`src/rtl/pipe_stage_regs_if.sv`:
```
// Decoded instruction record and the pipeline bus between the stage-register bank
// and the surrounding datapath (fetch, decode, execute and memory logic).
typedef struct packed {
    logic [31:0] pc;
    logic [4:0]  rd_addr;
    logic [4:0]  rs1_addr;
    logic [4:0]  rs2_addr;
    logic        regWrite;
    logic        memWrite;
    logic        memRead2;
    logic        rs1_used;
    logic        rs2_used;
    logic        rd_used;
} instr_t;

interface pipe_stage_regs_if #(parameter int XLEN = 32);
    logic [XLEN-1:0] if_pc;
    logic [XLEN-1:0] if_ir;
    instr_t          de_instr;
    logic [XLEN-1:0] de_rs1_data;
    logic [XLEN-1:0] de_rs2_data;
    logic [XLEN-1:0] de_imm;
    logic [XLEN-1:0] ex_alu_result;
    logic [XLEN-1:0] ex_store_data;
    logic [XLEN-1:0] mem_dout;

    logic [XLEN-1:0] de_pc;
    logic [XLEN-1:0] de_ir;
    logic            de_valid;
    instr_t          ex_instr;
    logic [XLEN-1:0] ex_rs1_data;
    logic [XLEN-1:0] ex_rs2_data;
    logic [XLEN-1:0] ex_imm;
    logic            ex_valid;
    instr_t          mem_instr;
    logic [XLEN-1:0] mem_alu_result;
    logic [XLEN-1:0] mem_store_data;
    logic            mem_valid;
    instr_t          wb_instr;
    logic [XLEN-1:0] wb_alu_result;
    logic [XLEN-1:0] wb_mem_dout;
    logic            wb_valid;

    // master: the register bank; slave: the datapath feeding and consuming it
    modport master (
        input  if_pc, if_ir, de_instr, de_rs1_data, de_rs2_data, de_imm,
               ex_alu_result, ex_store_data, mem_dout,
        output de_pc, de_ir, de_valid,
               ex_instr, ex_rs1_data, ex_rs2_data, ex_imm, ex_valid,
               mem_instr, mem_alu_result, mem_store_data, mem_valid,
               wb_instr, wb_alu_result, wb_mem_dout, wb_valid
    );

    modport slave (
        output if_pc, if_ir, de_instr, de_rs1_data, de_rs2_data, de_imm,
               ex_alu_result, ex_store_data, mem_dout,
        input  de_pc, de_ir, de_valid,
               ex_instr, ex_rs1_data, ex_rs2_data, ex_imm, ex_valid,
               mem_instr, mem_alu_result, mem_store_data, mem_valid,
               wb_instr, wb_alu_result, wb_mem_dout, wb_valid
    );
endinterface

```
`src/rtl/pipe_stage_regs.sv`:
```
// IF/DE, DE/EX, EX/MEM and MEM/WB registers of the 5-stage core with load-use stall,
// flush and branch-redirect handling, plus retire and stall counters.
module pipe_stage_regs #(
    parameter int XLEN  = 32,
    parameter int CNT_W = 32
) (
    input  logic             CLK,
    input  logic             RST,
    input  logic             LW_STALL,
    input  logic             EX_FLUSH,
    input  logic             br_taken,
    output logic             PC_WE,
    pipe_stage_regs_if.master bus,
    output logic [CNT_W-1:0] instret_cnt,
    output logic [CNT_W-1:0] stall_cnt
);

    logic [XLEN-1:0] de_pc_reg;
    logic [XLEN-1:0] de_ir_reg;
    logic            de_valid_reg;
    instr_t          ex_instr_reg;
    logic [XLEN-1:0] ex_rs1_data_reg;
    logic [XLEN-1:0] ex_rs2_data_reg;
    logic [XLEN-1:0] ex_imm_reg;
    logic            ex_valid_reg;
    instr_t          mem_instr_reg;
    logic [XLEN-1:0] mem_alu_result_reg;
    logic [XLEN-1:0] mem_store_data_reg;
    logic            mem_valid_reg;
    instr_t          wb_instr_reg;
    logic [XLEN-1:0] wb_alu_result_reg;
    logic [XLEN-1:0] wb_mem_dout_reg;
    logic            wb_valid_reg;

    logic front_flush;
    logic mem_bubble;
    logic [1:0] cnt_inc;

    // Branch operands are not valid during a load-use stall, so the stall wins.
    assign front_flush = br_taken && !LW_STALL;
    assign mem_bubble  = LW_STALL || EX_FLUSH;
    assign PC_WE       = !LW_STALL;

    always_ff @(posedge CLK) begin
        if (RST || front_flush) begin
            de_pc_reg       <= '0;
            de_ir_reg       <= '0;
            de_valid_reg    <= 1'b0;
            ex_instr_reg    <= '0;
            ex_rs1_data_reg <= '0;
            ex_rs2_data_reg <= '0;
            ex_imm_reg      <= '0;
            ex_valid_reg    <= 1'b0;
        end else if (!LW_STALL) begin
            de_pc_reg       <= bus.if_pc;
            de_ir_reg       <= bus.if_ir;
            de_valid_reg    <= 1'b1;
            ex_instr_reg    <= bus.de_instr;
            ex_rs1_data_reg <= bus.de_rs1_data;
            ex_rs2_data_reg <= bus.de_rs2_data;
            ex_imm_reg      <= bus.de_imm;
            ex_valid_reg    <= de_valid_reg;
        end
    end

    always_ff @(posedge CLK) begin
        if (RST || mem_bubble) begin
            mem_instr_reg      <= '0;
            mem_alu_result_reg <= '0;
            mem_store_data_reg <= '0;
            mem_valid_reg      <= 1'b0;
        end else begin
            mem_instr_reg      <= ex_instr_reg;
            mem_alu_result_reg <= bus.ex_alu_result;
            mem_store_data_reg <= bus.ex_store_data;
            mem_valid_reg      <= ex_valid_reg;
        end
    end

    // MEM/WB keeps advancing during a stall so the load can be forwarded from WB.
    always_ff @(posedge CLK) begin
        if (RST) begin
            wb_instr_reg      <= '0;
            wb_alu_result_reg <= '0;
            wb_mem_dout_reg   <= '0;
            wb_valid_reg      <= 1'b0;
        end else begin
            wb_instr_reg      <= mem_instr_reg;
            wb_alu_result_reg <= mem_alu_result_reg;
            wb_mem_dout_reg   <= bus.mem_dout;
            wb_valid_reg      <= mem_valid_reg;
        end
    end

    assign cnt_inc[0] = wb_valid_reg;
    assign cnt_inc[1] = LW_STALL;

    generate
        for (genvar gi = 0; gi < 2; gi++) begin : g_cnt
            logic [CNT_W-1:0] cnt_reg;
            always_ff @(posedge CLK) begin
                if (RST) begin
                    cnt_reg <= '0;
                end else if (cnt_inc[gi]) begin
                    cnt_reg <= cnt_reg + CNT_W'(1);
                end
            end
        end
    endgenerate

    assign instret_cnt = g_cnt[0].cnt_reg;
    assign stall_cnt   = g_cnt[1].cnt_reg;

    assign bus.de_pc          = de_pc_reg;
    assign bus.de_ir          = de_ir_reg;
    assign bus.de_valid       = de_valid_reg;
    assign bus.ex_instr       = ex_instr_reg;
    assign bus.ex_rs1_data    = ex_rs1_data_reg;
    assign bus.ex_rs2_data    = ex_rs2_data_reg;
    assign bus.ex_imm         = ex_imm_reg;
    assign bus.ex_valid       = ex_valid_reg;
    assign bus.mem_instr      = mem_instr_reg;
    assign bus.mem_alu_result = mem_alu_result_reg;
    assign bus.mem_store_data = mem_store_data_reg;
    assign bus.mem_valid      = mem_valid_reg;
    assign bus.wb_instr       = wb_instr_reg;
    assign bus.wb_alu_result  = wb_alu_result_reg;
    assign bus.wb_mem_dout    = wb_mem_dout_reg;
    assign bus.wb_valid       = wb_valid_reg;

endmodule

```
`src/flat_wrapper.sv`:
```
// flat-port wrapper written by rule: the top's interface ports become plain ports
module pipe_stage_regs_flat 
#(
    parameter int XLEN  = 32,
    parameter int CNT_W = 32
)
  (CLK, RST, LW_STALL, EX_FLUSH, br_taken, PC_WE, instret_cnt, stall_cnt, bus_if_pc, bus_if_ir, bus_de_instr, bus_de_rs1_data, bus_de_rs2_data, bus_de_imm, bus_ex_alu_result, bus_ex_store_data, bus_mem_dout, bus_de_pc, bus_de_ir, bus_de_valid, bus_ex_instr, bus_ex_rs1_data, bus_ex_rs2_data, bus_ex_imm, bus_ex_valid, bus_mem_instr, bus_mem_alu_result, bus_mem_store_data, bus_mem_valid, bus_wb_instr, bus_wb_alu_result, bus_wb_mem_dout, bus_wb_valid);
  pipe_stage_regs_if #(.XLEN(XLEN)) bus_i ();
  input  logic CLK;
  input  logic RST;
  input  logic LW_STALL;
  input  logic EX_FLUSH;
  input  logic br_taken;
  output logic PC_WE;
  output logic [CNT_W-1:0] instret_cnt;
  output logic [CNT_W-1:0] stall_cnt;
  input wire logic [$bits(bus_i.if_pc)-1:0] bus_if_pc;
  input wire logic [$bits(bus_i.if_ir)-1:0] bus_if_ir;
  input wire logic [$bits(bus_i.de_instr)-1:0] bus_de_instr;
  input wire logic [$bits(bus_i.de_rs1_data)-1:0] bus_de_rs1_data;
  input wire logic [$bits(bus_i.de_rs2_data)-1:0] bus_de_rs2_data;
  input wire logic [$bits(bus_i.de_imm)-1:0] bus_de_imm;
  input wire logic [$bits(bus_i.ex_alu_result)-1:0] bus_ex_alu_result;
  input wire logic [$bits(bus_i.ex_store_data)-1:0] bus_ex_store_data;
  input wire logic [$bits(bus_i.mem_dout)-1:0] bus_mem_dout;
  output wire logic [$bits(bus_i.de_pc)-1:0] bus_de_pc;
  output wire logic [$bits(bus_i.de_ir)-1:0] bus_de_ir;
  output wire logic [$bits(bus_i.de_valid)-1:0] bus_de_valid;
  output wire logic [$bits(bus_i.ex_instr)-1:0] bus_ex_instr;
  output wire logic [$bits(bus_i.ex_rs1_data)-1:0] bus_ex_rs1_data;
  output wire logic [$bits(bus_i.ex_rs2_data)-1:0] bus_ex_rs2_data;
  output wire logic [$bits(bus_i.ex_imm)-1:0] bus_ex_imm;
  output wire logic [$bits(bus_i.ex_valid)-1:0] bus_ex_valid;
  output wire logic [$bits(bus_i.mem_instr)-1:0] bus_mem_instr;
  output wire logic [$bits(bus_i.mem_alu_result)-1:0] bus_mem_alu_result;
  output wire logic [$bits(bus_i.mem_store_data)-1:0] bus_mem_store_data;
  output wire logic [$bits(bus_i.mem_valid)-1:0] bus_mem_valid;
  output wire logic [$bits(bus_i.wb_instr)-1:0] bus_wb_instr;
  output wire logic [$bits(bus_i.wb_alu_result)-1:0] bus_wb_alu_result;
  output wire logic [$bits(bus_i.wb_mem_dout)-1:0] bus_wb_mem_dout;
  output wire logic [$bits(bus_i.wb_valid)-1:0] bus_wb_valid;
  assign bus_i.if_pc = bus_if_pc;
  assign bus_i.if_ir = bus_if_ir;
  assign bus_i.de_instr = bus_de_instr;
  assign bus_i.de_rs1_data = bus_de_rs1_data;
  assign bus_i.de_rs2_data = bus_de_rs2_data;
  assign bus_i.de_imm = bus_de_imm;
  assign bus_i.ex_alu_result = bus_ex_alu_result;
  assign bus_i.ex_store_data = bus_ex_store_data;
  assign bus_i.mem_dout = bus_mem_dout;
  assign bus_de_pc = bus_i.de_pc;
  assign bus_de_ir = bus_i.de_ir;
  assign bus_de_valid = bus_i.de_valid;
  assign bus_ex_instr = bus_i.ex_instr;
  assign bus_ex_rs1_data = bus_i.ex_rs1_data;
  assign bus_ex_rs2_data = bus_i.ex_rs2_data;
  assign bus_ex_imm = bus_i.ex_imm;
  assign bus_ex_valid = bus_i.ex_valid;
  assign bus_mem_instr = bus_i.mem_instr;
  assign bus_mem_alu_result = bus_i.mem_alu_result;
  assign bus_mem_store_data = bus_i.mem_store_data;
  assign bus_mem_valid = bus_i.mem_valid;
  assign bus_wb_instr = bus_i.wb_instr;
  assign bus_wb_alu_result = bus_i.wb_alu_result;
  assign bus_wb_mem_dout = bus_i.wb_mem_dout;
  assign bus_wb_valid = bus_i.wb_valid;
  pipe_stage_regs #(.XLEN(XLEN), .CNT_W(CNT_W)) u_core (.CLK(CLK), .RST(RST), .LW_STALL(LW_STALL), .EX_FLUSH(EX_FLUSH), .br_taken(br_taken), .PC_WE(PC_WE), .bus(bus_i), .instret_cnt(instret_cnt), .stall_cnt(stall_cnt));
endmodule
```
`config.mk`:
```
export PLATFORM = sky130hd
export DESIGN_NAME = pipe_stage_regs_flat
export DESIGN_NICKNAME = d
export VERILOG_FILES = /design/src/rtl/pipe_stage_regs_if.sv /design/src/rtl/pipe_stage_regs.sv /design/src/flat_wrapper.sv
export SDC_FILE = /design/constraint.sdc
export NUM_CORES = 1
export LEC_CHECK = 0
export CAP_MARGIN = 40
export CELL_PAD_IN_SITES_DETAIL_PLACEMENT = 0
export CELL_PAD_IN_SITES_GLOBAL_PLACEMENT = 2
export CORE_AREA = 3 3 319 321
export CTS_BUF_LIST = sky130_fd_sc_hd__clkbuf_8
export DETAILED_ROUTE_END_ITERATION = 10
export DIE_AREA = 0 0 322 324
export GPL_ROUTABILITY_DRIVEN = 0
export HOLD_SLACK_MARGIN = 0.08
export PLACE_DENSITY = 0.58
export SLEW_MARGIN = 20
export SYNTH_ARGS = -nofsm -noshare
export SYNTH_HDL_FRONTEND = slang
export SYNTH_SLANG_ARGS = --single-unit
```
`constraint.sdc`:
```
create_clock -name CLK -period 2.8 [get_ports CLK]
set_clock_uncertainty 0.05 [all_clocks]
set_input_delay 0.7 -clock CLK [delete_from_list [all_inputs] [get_ports CLK]]
set_output_delay 0.7 -clock CLK [all_outputs]
set_load 0.05 [all_outputs]
```
==> results_dict.tcl, run 1 <==
set metrics [dict create \
    dp.cells 3604 \
    ys_async_sr_fraction 0 \
    synth.net_count 1858 \
    synth-seq-area-share 0.618 \
    cts_hold_buf 0 \
    dp_hpwl_um 54700 \
    numCtsBuffers 100 \
    fill_cells 10500 \
    arrival_ns 1.93 \
    die-area_um2 104000 \
    hold_start "RST" \
    path_delay_family "buffers and inverters" \
    required_ns 2.05 \
    ys_warn_count 0 \
    syn_avg_cell_area_um2 10.8 \
    outcome "finished, final reports clean" \
    vdd_ir_drop_max_mv 0.336 \
    multi_input_area_um2 5980 \
    synth-compound-area-share 0.0265 \
    yosysMostFrequentCell "dfxtp_1" \
    firstDrtPassIters 4 \
    drc_errors 0 \
    io_buffers 829 \
    synth_fa_ha_area_frac 0.00150 \
    viasPerCell 3.75 \
    setup_tns_ns 0 \
    end_kind "output port" \
    synth.distinct_cells 31 \
    grt_pass1_wl_um 101000 \
    routedWlPerCell_um 19.0 \
    cp_slowest_cell "clkdlybuf4s50_1" \
    seq_power_share 0.445 \
    ant_nets 0 \
    rr_endpoint "u_core.stall_cnt[30]" \
    cp_max_fo 2 \
    min_period_ns 2.68 \
    p_leak_nw 11.8 \
    path_cells "clkdlybuf4s50_1" \
    clkSlewWorstSetupHoldPaths_ns 0.06 \
    cts_tree "done" \
    clock.fmax_mhz 373 \
    drt_iter0_drc 473 \
    clockPowerShare 0.420 \
    final_area_um2 28400 \
    ys_seq_elements 515 \
    seq_area_um2 10300 \
    holdPathStages 2 \
    swShare 0.278 \
    holdWs_ns 0.286 \
    synthTopCellsByCount "515 x dfxtp_1, 242 x nor2_1, 216 x mux2i_1" \
    die_x_um 322 \
    synth_simple_gate_area_frac 0.187 \
    finalSetupViolCount 0 \
    r2r_setup_slack_ns 0.37 \
    yosysTopAreaCell "dfxtp_1" \
    powerDensity_nw_per_um2 609 \
    dpl_cell_area_um2 26600 \
    clockRootBuffer "clkbuf_8" \
    layout.nets 2724 \
    hp-class "in -> reg" \
    cp-start-kind "flip-flop" \
    drive_gt1_frac 0.0700 \
    max_stage_delay_ns 0.87 \
    fin_crit_sh 0.957 \
    clock_latency_ns 0.72 \
    grt_pass1_vias 14700 \
    whs_endpoint "u_core.bus.wb_mem_dout[22]" \
    yosys-mux-area-fraction 0.130 \
    clkSinkCount 515 \
    p_int_mw 12.5 \
    path_class "reg -> out" \
    rows 116 \
    synth-main-ff-cell "dfxtp_1" \
    start_util 0.168 \
    synth_top_family_by_area "simple AND/OR/NAND/NOR gates" \
    num_vias 14200 \
    yosysTopAreaCellShare 0.618 \
    power.switching_mw 4.80 \
    worst_pin_slew_ns 1.06 \
    synthToLayoutAreaGrowth_pct 69.9 \
    grt.overflow.total 0 \
    cts_max_path_buffers 3 \
    netlist_area_um2 16700 \
    rr_worst_depth 5 \
    drt-total-wl_um 71900 \
    p_comb_frac 0.135 \
    stdcell_count 3778 \
    synthCells 1542 \
    core-area_um2 99600 \
    crit_buf_inv 1 \
    antenna_found_initial 7 \
    final_max_slew_viol_count 0 \
    finalHoldViolations 0 \
    max_slew_margin 0.295 \
    synth-edff-count 0 \
    grt_max_degree 120 \
    grt_usage 0.131 \
    htreeDepth 3 \
    r2r_start "u_core.stall_cnt[0]" \
    maxCapViolCount 0 \
    yosys-top-cells-area "dfxtp_1 62%, mux2i_1 13%, nor2_1 5.4%" \
    synth_xor_xnor_area_share 0.0126 \
    io_pins 830 \
    die_h_um 324 \
]
-- cells in the final DEF, fill, tap and decap left out, types with 2 or more instances in the layout --
| master | n |
|---|---|
| clkdlybuf4s50_1 | 689 |
| dfxtp_1 | 515 |
| nor2_1 | 242 |
| mux2i_1 | 216 |
| dlygate4sd2_1 | 122 |
| clkbuf_8 | 121 |
| and2_1 | 119 |
| nor2b_1 | 118 |
| inv_1 | 52 |
| a21oi_1 | 39 |
| buf_4 | 23 |
| or3_1 | 22 |
| nand2_1 | 20 |
| or4_1 | 20 |
| nand3_1 | 17 |
| o31ai_1 | 17 |
| nand4_1 | 16 |
| xnor2_1 | 16 |
| o21ai_1 | 11 |
| dlymetal6s2s_1 | 10 |
| buf_12 | 10 |
| diode_2 | 8 |
| o21ai_0 | 8 |
| xor2_1 | 8 |
| nor3_1 | 7 |
| nor4_1 | 6 |
| and4_1 | 4 |
| nand4_2 | 3 |
| and3_1 | 3 |
| clkinv_2 | 3 |
| a31o_2 | 2 |
| ha_1 | 2 |
| clkinvlp_4 | 2 |
-- stage by stage --
| stage | total power [mW] | utilization | setup WS (ns) |
|---|---|---|---|
| floorplan | 9.08 | - | 0.245 |
| detailed placement | 10.2 | 0.267 | 0.255 |
| global route | 18.1 | 0.285 | -0.0146 |
| global placement | 10.2 | 0.267 | 0.250 |
| CTS | 17.7 | 0.284 | 0.00000955 |
| finish | 17.3 | 0.285 | 0.120 |
-- routing by layer --
metal | vias up | global-route usage | wire [um]
met5 | - | 0 | 27
met1 | 6637 | 0.131 | 25500
met2 | 549 | 0.235 | 36900
met4 | 4 | 0.0346 | 1380
li1 | 6850 | - | -
met3 | 114 | 0.0703 | 8080
-- how the worst max path moves through the flow --
stage / start / end / slack (ns) / cells after the start
2_1_floorplan: u_core.stall_cnt[0] / u_core.stall_cnt[28] / 0.25 / 7
3_3_place_gp: LW_STALL / u_core.stall_cnt[30] / 0.25 / 5
3_5_place_dp: LW_STALL / u_core.stall_cnt[30] / 0.25 / 5
4_1_cts: u_core.bus.mem_instr[6] / bus_mem_instr[6] / 0.00001 / 1
5_1_grt: u_core.bus.ex_imm[7] / bus_ex_imm[7] / -0.01 / 1
6_report: u_core.bus.ex_imm[7] / bus_ex_imm[7] / 0.12 / 1
-- repair_timing --
item,in CTS,in global routing
setup endpoints to repair,122,10
gates resized for setup,122,10
buffers inserted,0,0
pin swaps,0,0
-- kinds of logic (layout without fill, tap and decap cells) --
logic type / Yosys count / count (layout)
flops: 515 / 515
fa+ha+maj: 2 / 2
compound gates: 78 / 78
buf+inv: 107 / 1037
simple gates: 600 / 600
other cells: 0 / 8
xor+xnor: 24 / 24
mux: 216 / 216
-- final cells by class --
type,count,area share
Timing Repair Buffer,856,0.299
Clock buffer,121,0.0587
Clock inverter,45,0.00798
Antenna cell,8,0.000706
Inverter,15,0.00198
Multi-Input combinational cell,920,0.211
Sequential cell,515,0.363
Tap cell,1298,0.0572
-- power by group through the flow --
stage | registers, mW | logic, mW | clock network, mW
after detailed placement | 7.85 | 2.39 | 0
after global placement | 7.84 | 2.38 | 0
final | 7.69 | 2.33 | 7.25
after global routing | 7.72 | 2.45 | 7.93
after CTS | 7.70 | 2.37 | 7.61
after floorplan | 8.61 | 0.461 | 0
-- worst reg2reg max path, delay by kind of cell, from the launching register on --
family	cells	cell delay, ns
fa+ha+maj	1	0.23
flops	1	0.43
simple gates	3	1.49
compound gates	1	0.15
Power figures use the tool's default switching activity.
==> run 2: changes to the inputs <==
--- a/config.mk
+++ b/config.mk
@@ -8,13 +8,15 @@
 export CAP_MARGIN = 40
 export CELL_PAD_IN_SITES_DETAIL_PLACEMENT = 0
 export CELL_PAD_IN_SITES_GLOBAL_PLACEMENT = 2
-export CORE_AREA = 3 3 319 321
+export CORE_AREA = 8 8 315 317
 export CTS_BUF_LIST = sky130_fd_sc_hd__clkbuf_8
 export DETAILED_ROUTE_END_ITERATION = 10
-export DIE_AREA = 0 0 322 324
+export DIE_AREA = 0 0 323 325
 export GPL_ROUTABILITY_DRIVEN = 0
 export HOLD_SLACK_MARGIN = 0.08
-export PLACE_DENSITY = 0.58
+export MAX_ROUTING_LAYER = met4
+export PLACE_DENSITY = 0.6
+export SKIP_LAST_GASP = 1
 export SLEW_MARGIN = 20
 export SYNTH_ARGS = -nofsm -noshare
 export SYNTH_HDL_FRONTEND = slang
==> results_dict.tcl, run 2 (synthesis gave the netlist of run 1 again) <==
set metrics [dict create \
    outcome "finished, final reports clean" \
    rr_worst_depth 5 \
    cp_slowest_cell "clkdlybuf4s50_1" \
    cp-start-kind "flip-flop" \
    layout_commonest_cell "clkdlybuf4s50_1" \
    end_kind "output port" \
    finalSetupViolCount 0 \
    clock_latency_ns 0.71 \
    fin_crit_sh 0.956 \
    r2r_setup_slack_ns 0.33 \
    hp-class "in -> reg" \
    grt.overflow.total 0 \
    max_slew_margin 0.334 \
    path_class "reg -> out" \
    post-place-ws_ns 0.164 \
    clockRootBuffer "clkbuf_8" \
    vdd_ir_drop_max_mv 0.613 \
    rr_endpoint "u_core.stall_cnt[30]" \
    antenna_found_initial 9 \
    setup_tns_ns 0 \
    rows 113 \
    dp_hpwl_um 58600 \
    rsz0062_at_grt "no" \
    p_leak_nw 12.0 \
    cp_max_fo 2 \
    htreeDepth 3 \
    maxCapViolCount 0 \
    layout_common_cells "687 x clkdlybuf4s50_1, 515 x dfxtp_1, 242 x nor2_1" \
    arrival_ns 1.93 \
    grt_max_degree 108 \
    synthToLayoutAreaGrowth_pct 71.6 \
    ant_nets 0 \
    crit_buf_inv 1 \
    clkSinkCount 515 \
    start_util 0.177 \
    cts_hold_buf 0 \
    firstDrtPassIters 6 \
    required_ns 2.05 \
    post_cts_buffers 0 \
    numCtsBuffers 100 \
    clock.fmax_mhz 374 \
    die_h_um 325 \
    final_max_slew_viol_count 0 \
    cts_resized 121 \
    die-area_um2 105000 \
    io_buffers 829 \
    num_vias 14100 \
    worst_pin_slew_ns 0.998 \
    routedWlPerCell_um 20.1 \
    clkSlewWorstSetupHoldPaths_ns 0.06 \
    min_period_ns 2.68 \
    max_stage_delay_ns 0.84 \
    holdPathStages 2 \
    drt-total-wl_um 75700 \
    whs_endpoint "u_core.bus.wb_mem_dout[23]" \
    viasPerCell 3.74 \
    drive_gt1_frac 0.0834 \
    drt_iter0_drc 537 \
    drc_errors 0 \
    hold_start "RST" \
    cts_max_path_buffers 3 \
    core-area_um2 94200 \
    layout.nets 2723 \
    r2r_start "u_core.stall_cnt[1]" \
    io_pins 830 \
    grt_usage 0.142 \
    die_x_um 323 \
    finalHoldViolations 0 \
    setup_ws_ns 0.123 \
    powerDensity_nw_per_um2 639 \
    path_delay_family "buffers and inverters" \
    cts_tree "done" \
    grt_pass1_wl_um 107000 \
    path_cells "clkdlybuf4s50_1" \
    grt_pass1_vias 15100 \
]
## run 2: changes by cell type in the layout (fill, tap and decap cells not counted), sizes merged
cell,delta
bufinv,+5
inv,-13
buf,-3
dlygate4sd2,-1
clkinv,+21
clkdlybuf4s50,-2
dlymetal6s2s,+5
diode,+2
clkbuf,+11
## run 2: cell type report
type	count	area, um^2
Fill cell	9824	65500
Sequential cell	515	10300
Timing Repair Buffer	855	8440
Multi-Input combinational cell	920	5980
Clock buffer	132	1820
Tap cell	1265	1580
Clock inverter	58	449
Inverter	15	56.3
Antenna cell	10	25.0
## run 2: worst max-delay path by stage
stage / start / to / slack (ns) / depth (start not counted)
floorplan: u_core.stall_cnt[0] / u_core.stall_cnt[28] / 0.25 / 7
global placement: LW_STALL / u_core.stall_cnt[30] / 0.19 / 5
detailed placement: LW_STALL / u_core.stall_cnt[30] / 0.16 / 5
CTS: u_core.bus.mem_alu_result[30] / bus_mem_alu_result[30] / 0.0005 / 1
global route: u_core.bus.mem_instr[48] / bus_mem_instr[48] / 0.0001 / 1
finish: u_core.bus.mem_alu_result[6] / bus_mem_alu_result[6] / 0.12 / 1
## run 2: worst reg2reg max path: stages (launching register included)
cell	delay (ns)
dfxtp_1	0.43
ha_1	0.23
nand4_2	0.13
or4_1	0.79
or4_1	0.60
a21oi_1	0.17
## run 2: where the power goes
part	internal (mW)	switching [mW]	leakage (nW)
combinational	0.959	1.37	6.51
clock	4.81	3.48	1.27
sequential	7.56	0.127	4.20
total	13.3	4.98	12.0
## run 2: layer usage
layer / routed length [um] / track usage / up-vias / part of all wire
met4: 1680 / 0.0403 / 0 / 0.022
met5: 0 / - / - / 0
met2: 38100 / 0.245 / 531 / 0.50
met3: 7370 / 0.0610 / 110 / 0.097
met1: 28600 / 0.146 / 6583 / 0.38
li1: - / - / 6878 / -
## run 2: through the flow
step	instances	hold WS (ns)	total power, mW	area [um^2]	utilization
floorplan	1542	0.627	9.08	16700	-
global placement	3570	0.398	10.2	26500	0.281
detailed placement	3570	0.402	10.2	26500	0.281
CTS	3760	0.146	18.8	28600	0.304
global route	3767	0.180	19.2	28600	0.304
finish	3770	0.275	18.3	28700	0.304
==> run 3: changes to the inputs <==
--- a/config.mk
+++ b/config.mk
@@ -14,7 +14,6 @@
 export DIE_AREA = 0 0 323 325
 export GPL_ROUTABILITY_DRIVEN = 0
 export HOLD_SLACK_MARGIN = 0.08
-export MAX_ROUTING_LAYER = met4
 export PLACE_DENSITY = 0.6
 export SKIP_LAST_GASP = 1
 export SLEW_MARGIN = 20
==> results_dict.tcl, run 3 (synthesis gave the netlist of run 1 again) <==
set metrics [dict create \
    drive_gt1_frac 0.0834 \
    drt-total-wl_um 75600 \
    crit_buf_inv 1 \
    setup_tns_ns 0 \
    drt_iter0_drc 526 \
    clkSlewWorstSetupHoldPaths_ns 0.06 \
    grt_pass1_vias 15100 \
    grt_max_degree 108 \
    final_max_slew_viol_count 0 \
    hp-class "in -> reg" \
    grt_pass1_wl_um 108000 \
    path_class "reg -> out" \
    cts_hold_buf 0 \
    grt.overflow.total 0 \
    dpl_cell_area_um2 26500 \
    layout_common_cells "686 x clkdlybuf4s50_1, 515 x dfxtp_1, 242 x nor2_1" \
    drc_errors 0 \
    outcome "finished, final reports clean" \
    vdd_ir_drop_max_mv 0.609 \
    cp_slowest_cell "clkdlybuf4s50_1" \
    clockRootBuffer "clkbuf_8" \
    rr_worst_depth 5 \
    multi_input_area_um2 5980 \
    rsz0062_at_grt "no" \
    cts_tree "done" \
    clkSinkCount 515 \
    core-area_um2 94200 \
    maxCapViolCount 0 \
    stdcell_count 3767 \
    dp.cells 3570 \
    finalSetupViolCount 0 \
    p_total_mw 18.3 \
    antenna_found_initial 8 \
    end_kind "output port" \
    required_ns 2.05 \
    p_leak_nw 12.0 \
    cp-startpoint "u_core.bus.ex_instr[39]" \
    worst_pin_slew_ns 1.00 \
    powerDensity_nw_per_um2 639 \
    holdPathStages 2 \
    htreeDepth 3 \
    layout.nets 2723 \
    path_delay_family "buffers and inverters" \
    max_slew_margin 0.331 \
    arrival_ns 1.93 \
    io_buffers 829 \
    min_period_ns 2.68 \
    firstDrtPassIters 4 \
    post_cts_buffers 0 \
    grt_usage 0.138 \
    layout_commonest_cell "clkdlybuf4s50_1" \
    cp-start-kind "flip-flop" \
    final_area_um2 28700 \
    clock.fmax_mhz 373 \
    viasPerCell 3.74 \
    dp_hpwl_um 58600 \
    rows 113 \
    die_x_um 323 \
    fin_crit_sh 0.958 \
    max_stage_delay_ns 0.86 \
    fill_cells 9825 \
    crit_cells 1 \
    r2r_start "u_core.stall_cnt[1]" \
    path_cells "clkdlybuf4s50_1" \
    hold_start "RST" \
    die-area_um2 105000 \
    seq_area_um2 10300 \
    ant_nets 0 \
    start_util 0.177 \
    num_vias 14100 \
    cts_max_path_buffers 3 \
    routedWlPerCell_um 20.1 \
    clock_latency_ns 0.72 \
    io_pins 830 \
    die_h_um 325 \
    cp_max_fo 3 \
    numCtsBuffers 100 \
    r2r_setup_slack_ns 0.33 \
    synthToLayoutAreaGrowth_pct 71.6 \
    postLayoutCoreUtil 0.304 \
    finalHoldViolations 0 \
]
-- run 3: cell types whose count changed in the layout (fill, tap and decap cells not counted) --
cell and change:
clkdlybuf4s50_1 -1, diode_2 -3, dlymetal6s2s_1 +1
-- run 3: cell type report --
type	instances	share of cell area
Sequential cell	515	0.360
Timing Repair Buffer	855	0.295
Multi-Input combinational cell	920	0.209
Clock buffer	132	0.0634
Tap cell	1265	0.0552
Clock inverter	58	0.0157
Inverter	15	0.00197
Antenna cell	7	0.000611
-- run 3: through the flow --
stage | hold WS, ns | setup slack, ns
global route | 0.181 | 0.000104
finish | 0.273 | 0.117
CTS | 0.146 | 0.000454
detailed placement | 0.402 | 0.164
floorplan | 0.627 | 0.245
global placement | 0.398 | 0.185
-- run 3: final timing paths --
check	endpoint
min reg2reg	u_core.bus.wb_alu_result[0]
max reg2reg	u_core.stall_cnt[30]
min	u_core.bus.wb_mem_dout[23]
max	bus_ex_instr[39]
-- run 3: report_power, final --
group	total (mW)	internal, mW	switching [mW]	leakage [nW]
combinational	2.33	0.959	1.37	6.53
sequential	7.69	7.56	0.127	4.20
clock	8.28	4.81	3.48	1.27
total	18.3	13.3	4.97	12.0
-- run 3: timing repair --
item,CTS,global route
gates resized for setup,121,16
endpoints found under the setup margin,121,16
endpoints found under the hold margin,0,0
-- run 3: per-layer routing --
layer  up-vias  routed length [um]  share of wire  global-route usage
met1      6581               27900           0.37               0.143
met3       101                7920           0.10              0.0657
met2       536               38100           0.50               0.246
met4         2                1760          0.023              0.0401
li1       6873                   -              -                   -
met5         -                  13        0.00017                   0
